$ cat src/rtl/uart_tx_pkg.sv
// Shared UART definitions: FSM state encoding, oversample ratio and parity helper.
// The receiver reuses these when it gains parity checking.
package uart_tx_pkg;

  localparam int OVERSAMPLE = 16;
  localparam int MAX_DBIT   = 9;

  typedef enum logic [2:0] {
    ST_IDLE   = 3'd0,
    ST_START  = 3'd1,
    ST_DATA   = 3'd2,
    ST_PARITY = 3'd3,
    ST_STOP   = 3'd4
  } tx_state_e;

  // Unused upper bits must be zero; odd = 1 selects odd parity.
  function automatic logic parity_bit(input logic [MAX_DBIT-1:0] data, input logic odd);
    return (^data) ^ odd;
  endfunction

endpackage

$ cat src/rtl/uart_tx_if.sv
// Host-side write port and status of the UART transmitter.
interface uart_tx_if #(
  parameter int DBIT = 8
);
  // Handshake: a word transfers on any rising clk edge where tx_start = 1 and
  // tx_ready = 1; tx_din is sampled on that edge. tx_start with tx_ready = 0 is dropped.
  logic            tx_start;
  logic [DBIT-1:0] tx_din;
  logic            tx_ready;
  logic            tx_busy;
  logic            tx_done_tick;
  logic            tx;

  modport master (output tx_start, tx_din, input tx_ready, tx_busy, tx_done_tick, tx);
  modport slave  (input tx_start, tx_din, output tx_ready, tx_busy, tx_done_tick, tx);
endinterface

$ cat src/rtl/uart_tx_buffer.sv
// One-entry holding register that lets the host queue the next word while a frame is on the line.
module uart_tx_buffer #(
  parameter int DBIT = 8
) (
  input  logic            clk,
  input  logic            rst_n,
  input  logic            wr_en_i,
  input  logic [DBIT-1:0] wr_data_i,
  input  logic            rd_en_i,
  output logic [DBIT-1:0] rd_data_o,
  output logic            full_o,
  output logic            ready_o
);

  logic            full_q, full_d;
  logic [DBIT-1:0] data_q, data_d;

  // Ready reflects the flag before any same-cycle drain, so a full buffer rejects writes.
  always_comb begin
    full_d = full_q;
    data_d = data_q;
    if (rd_en_i) full_d = 1'b0;
    if (wr_en_i && !full_q) begin
      full_d = 1'b1;
      data_d = wr_data_i;
    end
  end

  always_ff @(posedge clk or negedge rst_n) begin
    if (!rst_n) begin
      full_q <= 1'b0;
      data_q <= '0;
    end else begin
      full_q <= full_d;
      data_q <= data_d;
    end
  end

  assign rd_data_o = data_q;
  assign full_o    = full_q;
  assign ready_o   = !full_q;

endmodule

$ cat src/rtl/uart_tx.sv
// UART transmitter: start, DBIT data bits LSB first, optional parity, SB_TICK-tick stop,
// paced by a 16x s_tick strobe, with a one-word holding buffer for gapless streaming.
module uart_tx
  import uart_tx_pkg::*;
#(
  parameter int DBIT       = 8,
  parameter int SB_TICK    = 16,
  parameter int PARITY_EN  = 0,
  parameter int PARITY_ODD = 0
) (
  input  logic       clk,
  input  logic       rst_n,
  input  logic       s_tick,
  uart_tx_if.slave   bus,
  output tx_state_e  state_o
);

  localparam int SW = (SB_TICK > OVERSAMPLE) ? $clog2(SB_TICK) : 4;
  localparam int NW = $clog2(DBIT);
  localparam logic [SW-1:0] S_BIT_LAST  = SW'(OVERSAMPLE - 1);
  localparam logic [SW-1:0] S_STOP_LAST = SW'(SB_TICK - 1);
  localparam logic [NW-1:0] N_LAST      = NW'(DBIT - 1);

  tx_state_e       state_q, state_d;
  logic [SW-1:0]   s_q, s_d;
  logic [NW-1:0]   n_q, n_d;
  logic [DBIT-1:0] shift_q, shift_d;
  logic            par_q, par_d;
  logic            tx_q, tx_d;

  logic            buf_full, buf_ready, buf_wr, buf_rd, accept, done;
  logic [DBIT-1:0] buf_data, load_data;

  assign accept    = bus.tx_start && buf_ready;
  assign buf_wr    = accept && (state_q != ST_IDLE);
  assign load_data = buf_full ? buf_data : bus.tx_din;

  uart_tx_buffer #(.DBIT(DBIT)) u_buffer (
    .clk       (clk),
    .rst_n     (rst_n),
    .wr_en_i   (buf_wr),
    .wr_data_i (bus.tx_din),
    .rd_en_i   (buf_rd),
    .rd_data_o (buf_data),
    .full_o    (buf_full),
    .ready_o   (buf_ready)
  );

  always_comb begin
    state_d = state_q;
    s_d     = s_q;
    n_d     = n_q;
    shift_d = shift_q;
    par_d   = par_q;
    buf_rd  = 1'b0;
    done    = 1'b0;
    case (state_q)
      ST_IDLE: begin
        // A word left in the buffer by a write on the final stop tick starts from here.
        if (buf_full || accept) begin
          buf_rd  = buf_full;
          shift_d = load_data;
          par_d   = parity_bit(MAX_DBIT'(load_data), PARITY_ODD != 0);
          s_d     = '0;
          state_d = ST_START;
        end
      end
      ST_START: begin
        if (s_tick) begin
          if (s_q == S_BIT_LAST) begin
            s_d     = '0;
            n_d     = '0;
            state_d = ST_DATA;
          end else s_d = s_q + 1'b1;
        end
      end
      ST_DATA: begin
        if (s_tick) begin
          if (s_q == S_BIT_LAST) begin
            s_d     = '0;
            shift_d = shift_q >> 1;
            if (n_q == N_LAST) state_d = (PARITY_EN != 0) ? ST_PARITY : ST_STOP;
            else n_d = n_q + 1'b1;
          end else s_d = s_q + 1'b1;
        end
      end
      ST_PARITY: begin
        if (s_tick) begin
          if (s_q == S_BIT_LAST) begin
            s_d     = '0;
            state_d = ST_STOP;
          end else s_d = s_q + 1'b1;
        end
      end
      ST_STOP: begin
        if (s_tick) begin
          if (s_q == S_STOP_LAST) begin
            done = 1'b1;
            s_d  = '0;
            if (buf_full) begin
              buf_rd  = 1'b1;
              shift_d = buf_data;
              par_d   = parity_bit(MAX_DBIT'(buf_data), PARITY_ODD != 0);
              state_d = ST_START;
            end else state_d = ST_IDLE;
          end else s_d = s_q + 1'b1;
        end
      end
      default: state_d = ST_IDLE;
    endcase
  end

  // tx is derived from the next state so the line changes on the same edge as the FSM.
  always_comb begin
    tx_d = 1'b1;
    case (state_d)
      ST_START:  tx_d = 1'b0;
      ST_DATA:   tx_d = shift_d[0];
      ST_PARITY: tx_d = par_d;
      default:   tx_d = 1'b1;
    endcase
  end

  always_ff @(posedge clk or negedge rst_n) begin
    if (!rst_n) begin
      state_q <= ST_IDLE;
      s_q     <= '0;
      n_q     <= '0;
      shift_q <= '0;
      par_q   <= 1'b0;
      tx_q    <= 1'b1;
    end else begin
      state_q <= state_d;
      s_q     <= s_d;
      n_q     <= n_d;
      shift_q <= shift_d;
      par_q   <= par_d;
      tx_q    <= tx_d;
    end
  end

  assign bus.tx           = tx_q;
  assign bus.tx_busy      = (state_q != ST_IDLE);
  assign bus.tx_ready     = buf_ready;
  assign bus.tx_done_tick = done;
  assign state_o          = state_q;

endmodule

$ cat src/flat_wrapper.sv
// flat-port wrapper written by rule: the top's interface ports become plain ports
module uart_tx_flat import uart_tx_pkg::*;
#(
  parameter int DBIT       = 8,
  parameter int SB_TICK    = 16,
  parameter int PARITY_EN  = 0,
  parameter int PARITY_ODD = 0
)
  (clk, rst_n, s_tick, state_o, bus_tx_start, bus_tx_din, bus_tx_ready, bus_tx_busy, bus_tx_done_tick, bus_tx);
  uart_tx_if #(.DBIT(DBIT)) bus_i ();
  input  logic clk;
  input  logic rst_n;
  input  logic s_tick;
  output tx_state_e state_o;
  input wire logic [$bits(bus_i.tx_start)-1:0] bus_tx_start;
  input wire logic [$bits(bus_i.tx_din)-1:0] bus_tx_din;
  output wire logic [$bits(bus_i.tx_ready)-1:0] bus_tx_ready;
  output wire logic [$bits(bus_i.tx_busy)-1:0] bus_tx_busy;
  output wire logic [$bits(bus_i.tx_done_tick)-1:0] bus_tx_done_tick;
  output wire logic [$bits(bus_i.tx)-1:0] bus_tx;
  assign bus_i.tx_start = bus_tx_start;
  assign bus_i.tx_din = bus_tx_din;
  assign bus_tx_ready = bus_i.tx_ready;
  assign bus_tx_busy = bus_i.tx_busy;
  assign bus_tx_done_tick = bus_i.tx_done_tick;
  assign bus_tx = bus_i.tx;
  uart_tx #(.DBIT(DBIT), .SB_TICK(SB_TICK), .PARITY_EN(PARITY_EN), .PARITY_ODD(PARITY_ODD)) u_core (.clk(clk), .rst_n(rst_n), .s_tick(s_tick), .bus(bus_i), .state_o(state_o));
endmodule
$ cat config.mk
export PLATFORM = sky130hd
export DESIGN_NAME = uart_tx_flat
export DESIGN_NICKNAME = d
export VERILOG_FILES = /design/src/rtl/uart_tx_pkg.sv /design/src/rtl/uart_tx_if.sv /design/src/rtl/uart_tx_buffer.sv /design/src/rtl/uart_tx.sv /design/src/flat_wrapper.sv
export SDC_FILE = /design/constraint.sdc
export NUM_CORES = 1
export LEC_CHECK = 0
export BUFFER_PORTS_ARGS = -buffer_cell sky130_fd_sc_hd__buf_2
export CORE_ASPECT_RATIO = 0.5
export CORE_MARGIN = 2
export CORE_UTILIZATION = 50
export DETAILED_ROUTE_END_ITERATION = 8
export GPL_ROUTABILITY_DRIVEN = 0
export GPL_TIMING_DRIVEN = 0
export HOLD_SLACK_MARGIN = 0.08
export PLACE_DENSITY = 0.7
export RECOVER_POWER = 50
export SETUP_SLACK_MARGIN = 0.1
export SLEW_MARGIN = 40
export SYNTH_ARGS = -nofsm -noshare
export SYNTH_HDL_FRONTEND = slang
export SYNTH_SLANG_ARGS = --single-unit
export TNS_END_PERCENT = 50
$ cat constraint.sdc
create_clock -name clk -period 2.1 [get_ports clk]
set_input_delay 0.525 -clock clk [delete_from_list [all_inputs] [get_ports clk]]
set_output_delay 0.525 -clock clk [all_outputs]
set_load 0.005 [all_outputs]
After elaboration in Yosys (flattened, before gate mapping)
Index checks and enable logic that the tools add are counted.
{"block": "totals", "register_bits": 29, "in_bits": 12, "output_inout_bits": 7, "elab_cells": 93}
{"block": "classes", "addsub": 2, "eq_ne": 19, "muxes": 46, "reduce_logical": 17}
{"operator": "$mux 8", "n": 7}
{"operator": "$mux 3", "n": 15}
{"operator": "$pmux 8 s3", "n": 1}
{"operator": "$reduce_xor 9->1", "n": 2}
{"operator": "$pmux 3 s5", "n": 1}
{"operator": "$mux 1", "n": 14}
{"operator": "$eq 3x2->1 const B", "n": 4}
{"operator": "$mux 4", "n": 3}
{"operator": "$ne 2x1->1 const B", "n": 5}
{"operator": "$ne 2x2->1 const B", "n": 5}
{"operator": "$pmux 4 s2", "n": 1}
{"operator": "$reduce_and 7->1", "n": 1}
{"operator": "$eq 3x1->1 const B", "n": 2}
{"operator": "$eq 3x3->1 const B", "n": 2}
{"operator": "$pmux 3 s2", "n": 1}
{"operator": "$reduce_and 6->1", "n": 1}
{"operator": "$reduce_bool 2->1", "n": 3}
{"operator": "$reduce_bool 3->1", "n": 2}
{"operator": "$add 4x1->4 const B", "n": 1}
{"operator": "$eq 4x4->1 const B", "n": 1}
{"operator": "$pmux 1 s2", "n": 2}
{"operator": "$reduce_or 4->1", "n": 1}
{"operator": "$add 3x1->3 const B", "n": 1}
{"operator": "$logic_and 1x1->1", "n": 3}
{"operator": "5 further kinds", "n": 5}

Depth between registers and ports, before layout
{"block": "depth", "word_depth": 7, "mapped_depth": 7, "mapped_depth_nobuf": 7}

Hierarchy
From an unflattened synthesis, not the netlist that was laid out.
{"block": "hier_totals", "cells_unflattened": 166, "hier_area_um2": 1710.4}
{"module": "uart_tx", "n_inst": 1, "cells_each": 145, "area_each_um2": 1336.3, "seq_area_each_um2": 501.7}
{"module": "uart_tx_buffer", "n_inst": 1, "cells_each": 21, "area_each_um2": 374.1, "seq_area_each_um2": 225.2}

Worst setup path after synthesis
No wires, ideal clock.
{"block": "synth_path", "kind": "reg-to-reg", "from": "register u_core.s_q[0]", "to": "register u_core.n_q[0]", "setup_time_ps": 125, "arrival_ps": 1551, "required_time_ps": 1975, "setup_slack_ps": 424, "stages_incl_launch_ff": 6, "path_buffers": 1, "period_less_slack_ps": 1676, "cell_sequence": "dfrtp_1 -> ha_1 -> nand4_4 -> buf_6 -> or3_4 -> mux2_4"}
{"block": "synth_via", "elab_chain_cells": 3, "elab_cells_between_ends": 4, "classes_between": "3 x eq/ne; 1 x reduce/logical"}
{"element": "start: declaration", "line_no": "uart_tx.sv:25", "source": "logic [SW-1:0] s_q, s_d;"}
{"element": "start signal: assignment", "line_no": "uart_tx.sv:127", "source": "s_q <= '0;"}
{"element": "start signal: assignment", "line_no": "uart_tx.sv:134", "source": "s_q <= s_d;"}
{"element": "$eq 4x4->1 (*)", "line_no": "uart_tx.sv:70, uart_tx.sv:79"}
{"element": "$ne 2x1->1 (no source line)"}
{"element": "$reduce_and 6->1 (no source line) (*)"}
{"element": "end signal: assignment", "line_no": "uart_tx.sv:135", "source": "n_q <= n_d;"}
{"element": "end: declaration", "line_no": "uart_tx.sv:26", "source": "logic [NW-1:0] n_q, n_d;"}
Every way passes the cells marked *; elsewhere a longest branch is shown, timed or not.
A chain may end at the register's enable or synchronous reset.

Worst setup path after layout
{"block": "layout_path", "from": "register u_core.s_q[1]", "to": "output port bus_tx_done_tick"}
{"block": "layout_via", "elab_chain_cells": 4}
{"element": "$eq 4x4->1", "line_no": "uart_tx.sv:97", "source": "if (s_q == S_STOP_LAST) begin"}
{"element": "$mux 1", "line_no": "uart_tx.sv:97"}
{"element": "$mux 1", "line_no": "uart_tx.sv:96", "source": "if (s_tick) begin"}
{"element": "$mux 1", "line_no": "uart_tx.sv:57", "source": "case (state_q)"}
{"element": "end: declaration", "line_no": "flat_wrapper.sv:19", "source": "output wire logic [$bits(bus_i.tx_done_tick)-1:0] bus_tx_done_tick;"}
No other way between the ends.

==> impl_metrics.sql <==
INSERT INTO impl_metrics (metric_group, metric, value, unit) VALUES
('pwr', 'pwr-share-clk', '0.191', ''),
('worst_setup_path', 'required', '1.57', 'ns'),
('placed_design', 'numPortBuffers', '18', ''),
('pwr', 'switching_fraction', '0.366', ''),
('finish', 'synthToLayoutAreaGrowth', '21.2', '%'),
('clock_tree', 'insertion_delay', '0.29', 'ns'),
('clock_tree', 'htree_num_levels', '2', ''),
('worst_setup_path', 'reg2reg_slack', '0.19', 'ns'),
('global_routing', 'grt_first_pass_wirelength', '5400', 'um'),
('hold_path', 'holdCritPathClass', 'reg2reg', ''),
('global_routing', 'antenna_violations_before_repair', '0', ''),
('synth', 'post_synthesis_net_count', '165', ''),
('die', 'die_area', '0.00370', 'mm2'),
('synth', 'ys_types', '41', ''),
('timing', 'slew_violations', '30', ''),
('pwr', 'post-layout-total-power', '2.68', 'mW'),
('worst_setup_path', 'critical_path_class', 'reg2out', ''),
('global_routing', 'grt_start_max_net_pins', '30', ''),
('timing', 'skew', '0.0106', 'ns'),
('pwr', 'seq_power_share', '0.362', ''),
('clock_tree', 'tritoncts', 'yes', ''),
('timing', 'fin_crit_sh', '0.911', ''),
('global_routing', 'grt_overflow_total', '0', ''),
('pwr', 'power.net_switching', '980', 'uW'),
('die', 'fp.coreArea', '0.00303', 'mm2'),
('drt', 'route.detailed.vias_per_inst', '5.57', ''),
('drt', 'dr.first_iter.drc_count', '111', ''),
('hold_path', 'hold-path-cell-count', '2', ''),
('worst_setup_path', 'rr_worst_depth', '7', ''),
('clock_tree', 'clkTransAtPathRegs', '0.07', 'ns'),
('drt', 'antenna_left', '0', ''),
('timing', 'final.min_clock_period', '1.91', 'ns'),
('die', 'floorplan.initialDensity', '0.528', ''),
('clock_tree', 'cts_inserted_buffers', '5', ''),
('pwr', 'p_int', '1.70', 'mW'),
('finish', 'fillers', '247', ''),
('drt', 'routed-via-count', '1259', ''),
('timing', 'setup_repair_after_global_routing_missed_its_margin', 'false', ''),
('pwr', 'p_comb_frac', '0.447', ''),
('clock_tree', 'ctsHoldBuffers', '0', ''),
('flow_run', 'maxCapViolCount', '1', ''),
('synth', 'netlist_area', '0.00160', 'mm2'),
('finish', 'drive_gt1_frac', '0.333', ''),
('clock_tree', 'cts_buffer_depth', '2', ''),
('placed_design', 'post-dp-hpwl', '2280', 'um'),
('worst_setup_path', 'end_kind', 'output port', ''),
('global_routing', 'first_global_vias', '1157', ''),
('synth', 'netlist_instances', '150', ''),
('timing', 'tightestPinTransition', '1.54', 'ns'),
('synth', 'synthesis.area_per_instance', '10.7', 'um2'),
('pwr', 'power.density_cell_area', '1380', 'mW/mm2'),
('die', 'die_y', '44.0', 'um'),
('timing', 'setup_viol_count_final', '0', ''),
('synth', 'synth_top_area_frac', '0.438', ''),
('die', 'num_rows', '14', ''),
('die', 'die-width', '84.0', 'um'),
('pwr', 'max-vdd-ir-drop', '0.646', 'mV'),
('clock_tree', 'clock_sink_count', '29', ''),
('drt', 'wl_per_cell', '14.8', 'um'),
('synth', 'yosys_register_bits', '29', ''),
('synth', 'synthDominantAreaCellType', 'sky130_fd_sc_hd__dfrtp_1', ''),
('timing', 'setup_tns', '0', 'ns'),
('drt', 'dr_pass1_iterations', '4', ''),
('drt', 'totalWireLength', '3350', 'um'),
('timing', 'final-hold-violation-count', '0', ''),
('timing', 'timing.slew.headroom', '-0.0270', ''),
('outcome', 'failed_checks', 'capacitance limit, slew limit', ''),
('synth', 'synth.yosys.warnings', '0', ''),
('synth', 'synthTopCellsByArea', 'sky130_fd_sc_hd__dfrtp_1, sky130_fd_sc_hd__xnor2_1, sky130_fd_sc_hd__mux2_2, sky130_fd_sc_hd__nand2_1, sky130_fd_sc_hd__a222oi_1', ''),
('worst_setup_path', 'start_kind', 'flip-flop', ''),
('timing', 'maxClockFrequency', '0.523', 'GHz'),
('clock_tree', 'clock_root_buffer', 'sky130_fd_sc_hd__clkbuf_8', ''),
('finish', 'number_of_nets_in_the_finished_design', '200', ''),
('die', 'boundaryPins', '19', ''),
('global_routing', 'grt_util_all_layers', '0.195', ''),
('synth', 'ys_seq_area_frac', '0.454', ''),
('pwr', 'power_leakage', '0.868', 'nW'),
('drt', 'drc_errors', '0', ''),
('worst_setup_path', 'crit_path_max_fanout', '5', ''),
('outcome', 'run_status', 'finished with violations', ''),
('finish', 'final_antenna_diode_count', '0', ''),
('worst_setup_path', 'arrival_time_at_the_worst_endpoint', '1.39', 'ns');
-- registers in the layout (all words and copies together), names as in the netlist --
name and count:
u_core.state_o 3, u_core.u_buffer.rd_data_o 8, u_core.s_q 4, u_core.u_buffer.full_o 1
u_core.n_q 3, u_core.shift_q 8, u_core.par_q 1, u_core.bus.tx 1
-- placed cells by master (no fill, tap or decap), drive strengths merged, types with 2 or more instances in the layout --
cell	n
buf	32
dfrtp	28
nand2	21
xnor2	15
mux2	10
nor2	9
clkbuf	8
a222oi	7
o21ai	6
inv	5
a21oi	5
nor3	5
nand3	4
o211ai	4
a22o	4
ha	3
nor2b	2
-- cells by family after synthesis --
group                      share of synthesized area
buffers and inverters                         0.0367
adders and majority gates                     0.0234
DFF                                            0.454
muxes                                         0.0789
and+or+nand+nor                                0.156
AOI/OAI and AO/OA                              0.169
xor gates and xnor gates                      0.0820
-- Yosys cell counts (all sizes together) --
cell and n:
nand2 21, xnor2 15, nand2b 1, a31oi 1
a211oi 1, or2 1, or2b 1, inv 5
dfstp 1, nor3 5, nor4 1, nand3 4
mux2 10, o41ai 1, nand4 1, ha 3
o21ai 6, nor2 9, nor2b 2, o31ai 1
or3 1, mux2i 1, a222oi 7, a31o 1
dfrtp 28, a21oi 5, a32o 1, a2bb2oi 1
o211ai 4, a21o 1, buf 5, a22o 4
a21boi 1
-- what timing repair did --
item / CTS / global route
setup buffers: 2 / 8
endpoints found under the setup margin: 1 / 1
resized for setup: 3 / 2
pin swaps: 0 / 1
-- stage by stage --
step | utilization | area, um2 | worst slack, ns | std cells | hold slack (ns)
after detailed placement | 0.575 | 1740 | 0.256 | 208 | 0.465
after CTS | 0.618 | 1870 | 0.128 | 218 | 0.289
after floorplan | - | 1600 | 0.424 | 150 | 0.229
after global routing | 0.641 | 1940 | 0.116 | 226 | 0.510
final | 0.641 | 1940 | 0.188 | 226 | 0.480
after global placement | 0.575 | 1740 | 0.276 | 208 | 0.461
-- worst max-delay path: stages, from the launching register on --
cell and delay, ns:
sky130_fd_sc_hd__dfrtp_1 0.40, sky130_fd_sc_hd__ha_4 0.18, sky130_fd_sc_hd__nand4_4 0.13, sky130_fd_sc_hd__buf_6 0.17, sky130_fd_sc_hd__nor2_4 0.10, sky130_fd_sc_hd__buf_2 0.11
-- path summary, 6_finish.rpt --
path / startpoint / endpoint
max: u_core.s_q[1] / bus_tx_done_tick
min: u_core.shift_q[6] / u_core.shift_q[6]
max reg2reg: u_core.s_q[1] / u_core.n_q[0]
min reg2reg: u_core.shift_q[6] / u_core.shift_q[6]
max in group asynchronous: rst_n / u_core.u_buffer.rd_data_o[7]
min in group asynchronous: rst_n / u_core.shift_q[7]
-- routing by layer --
layer  routed length, um  global-route usage  share of wire
met5                   0                   0              0
met4                  32              0.0871         0.0095
met3                 164              0.0522          0.049
met2                1550               0.311           0.46
met1                1610               0.257           0.48
-- power by group through the flow --
stage          logic (mW)  registers [mW]  clock network [mW]
3_5_place_dp         1.11           0.979                   0
5_1_grt              1.32           0.996               0.550
3_3_place_gp         1.08           0.972                   0
6_report             1.20           0.970               0.513
4_1_cts              1.17           0.966               0.521
2_1_floorplan       0.900           0.941                   0
-- layout make-up --
| class | count | area, um2 | share of cell area |
|---|---|---|---|
| inverters | 5 | 18.8 | 0.00966 |
| multi-input cells | 111 | 841 | 0.433 |
| flip-flops and latches | 29 | 727 | 0.374 |
| clock buffers | 7 | 96.3 | 0.0496 |
| clock inverters | 1 | 5.00 | 0.00258 |
| well taps | 40 | 50.0 | 0.0258 |
| repair buffers | 28 | 164 | 0.0844 |
| plain buffers | 5 | 40.0 | 0.0206 |
Note: power is estimated with default switching activity, not from simulation.
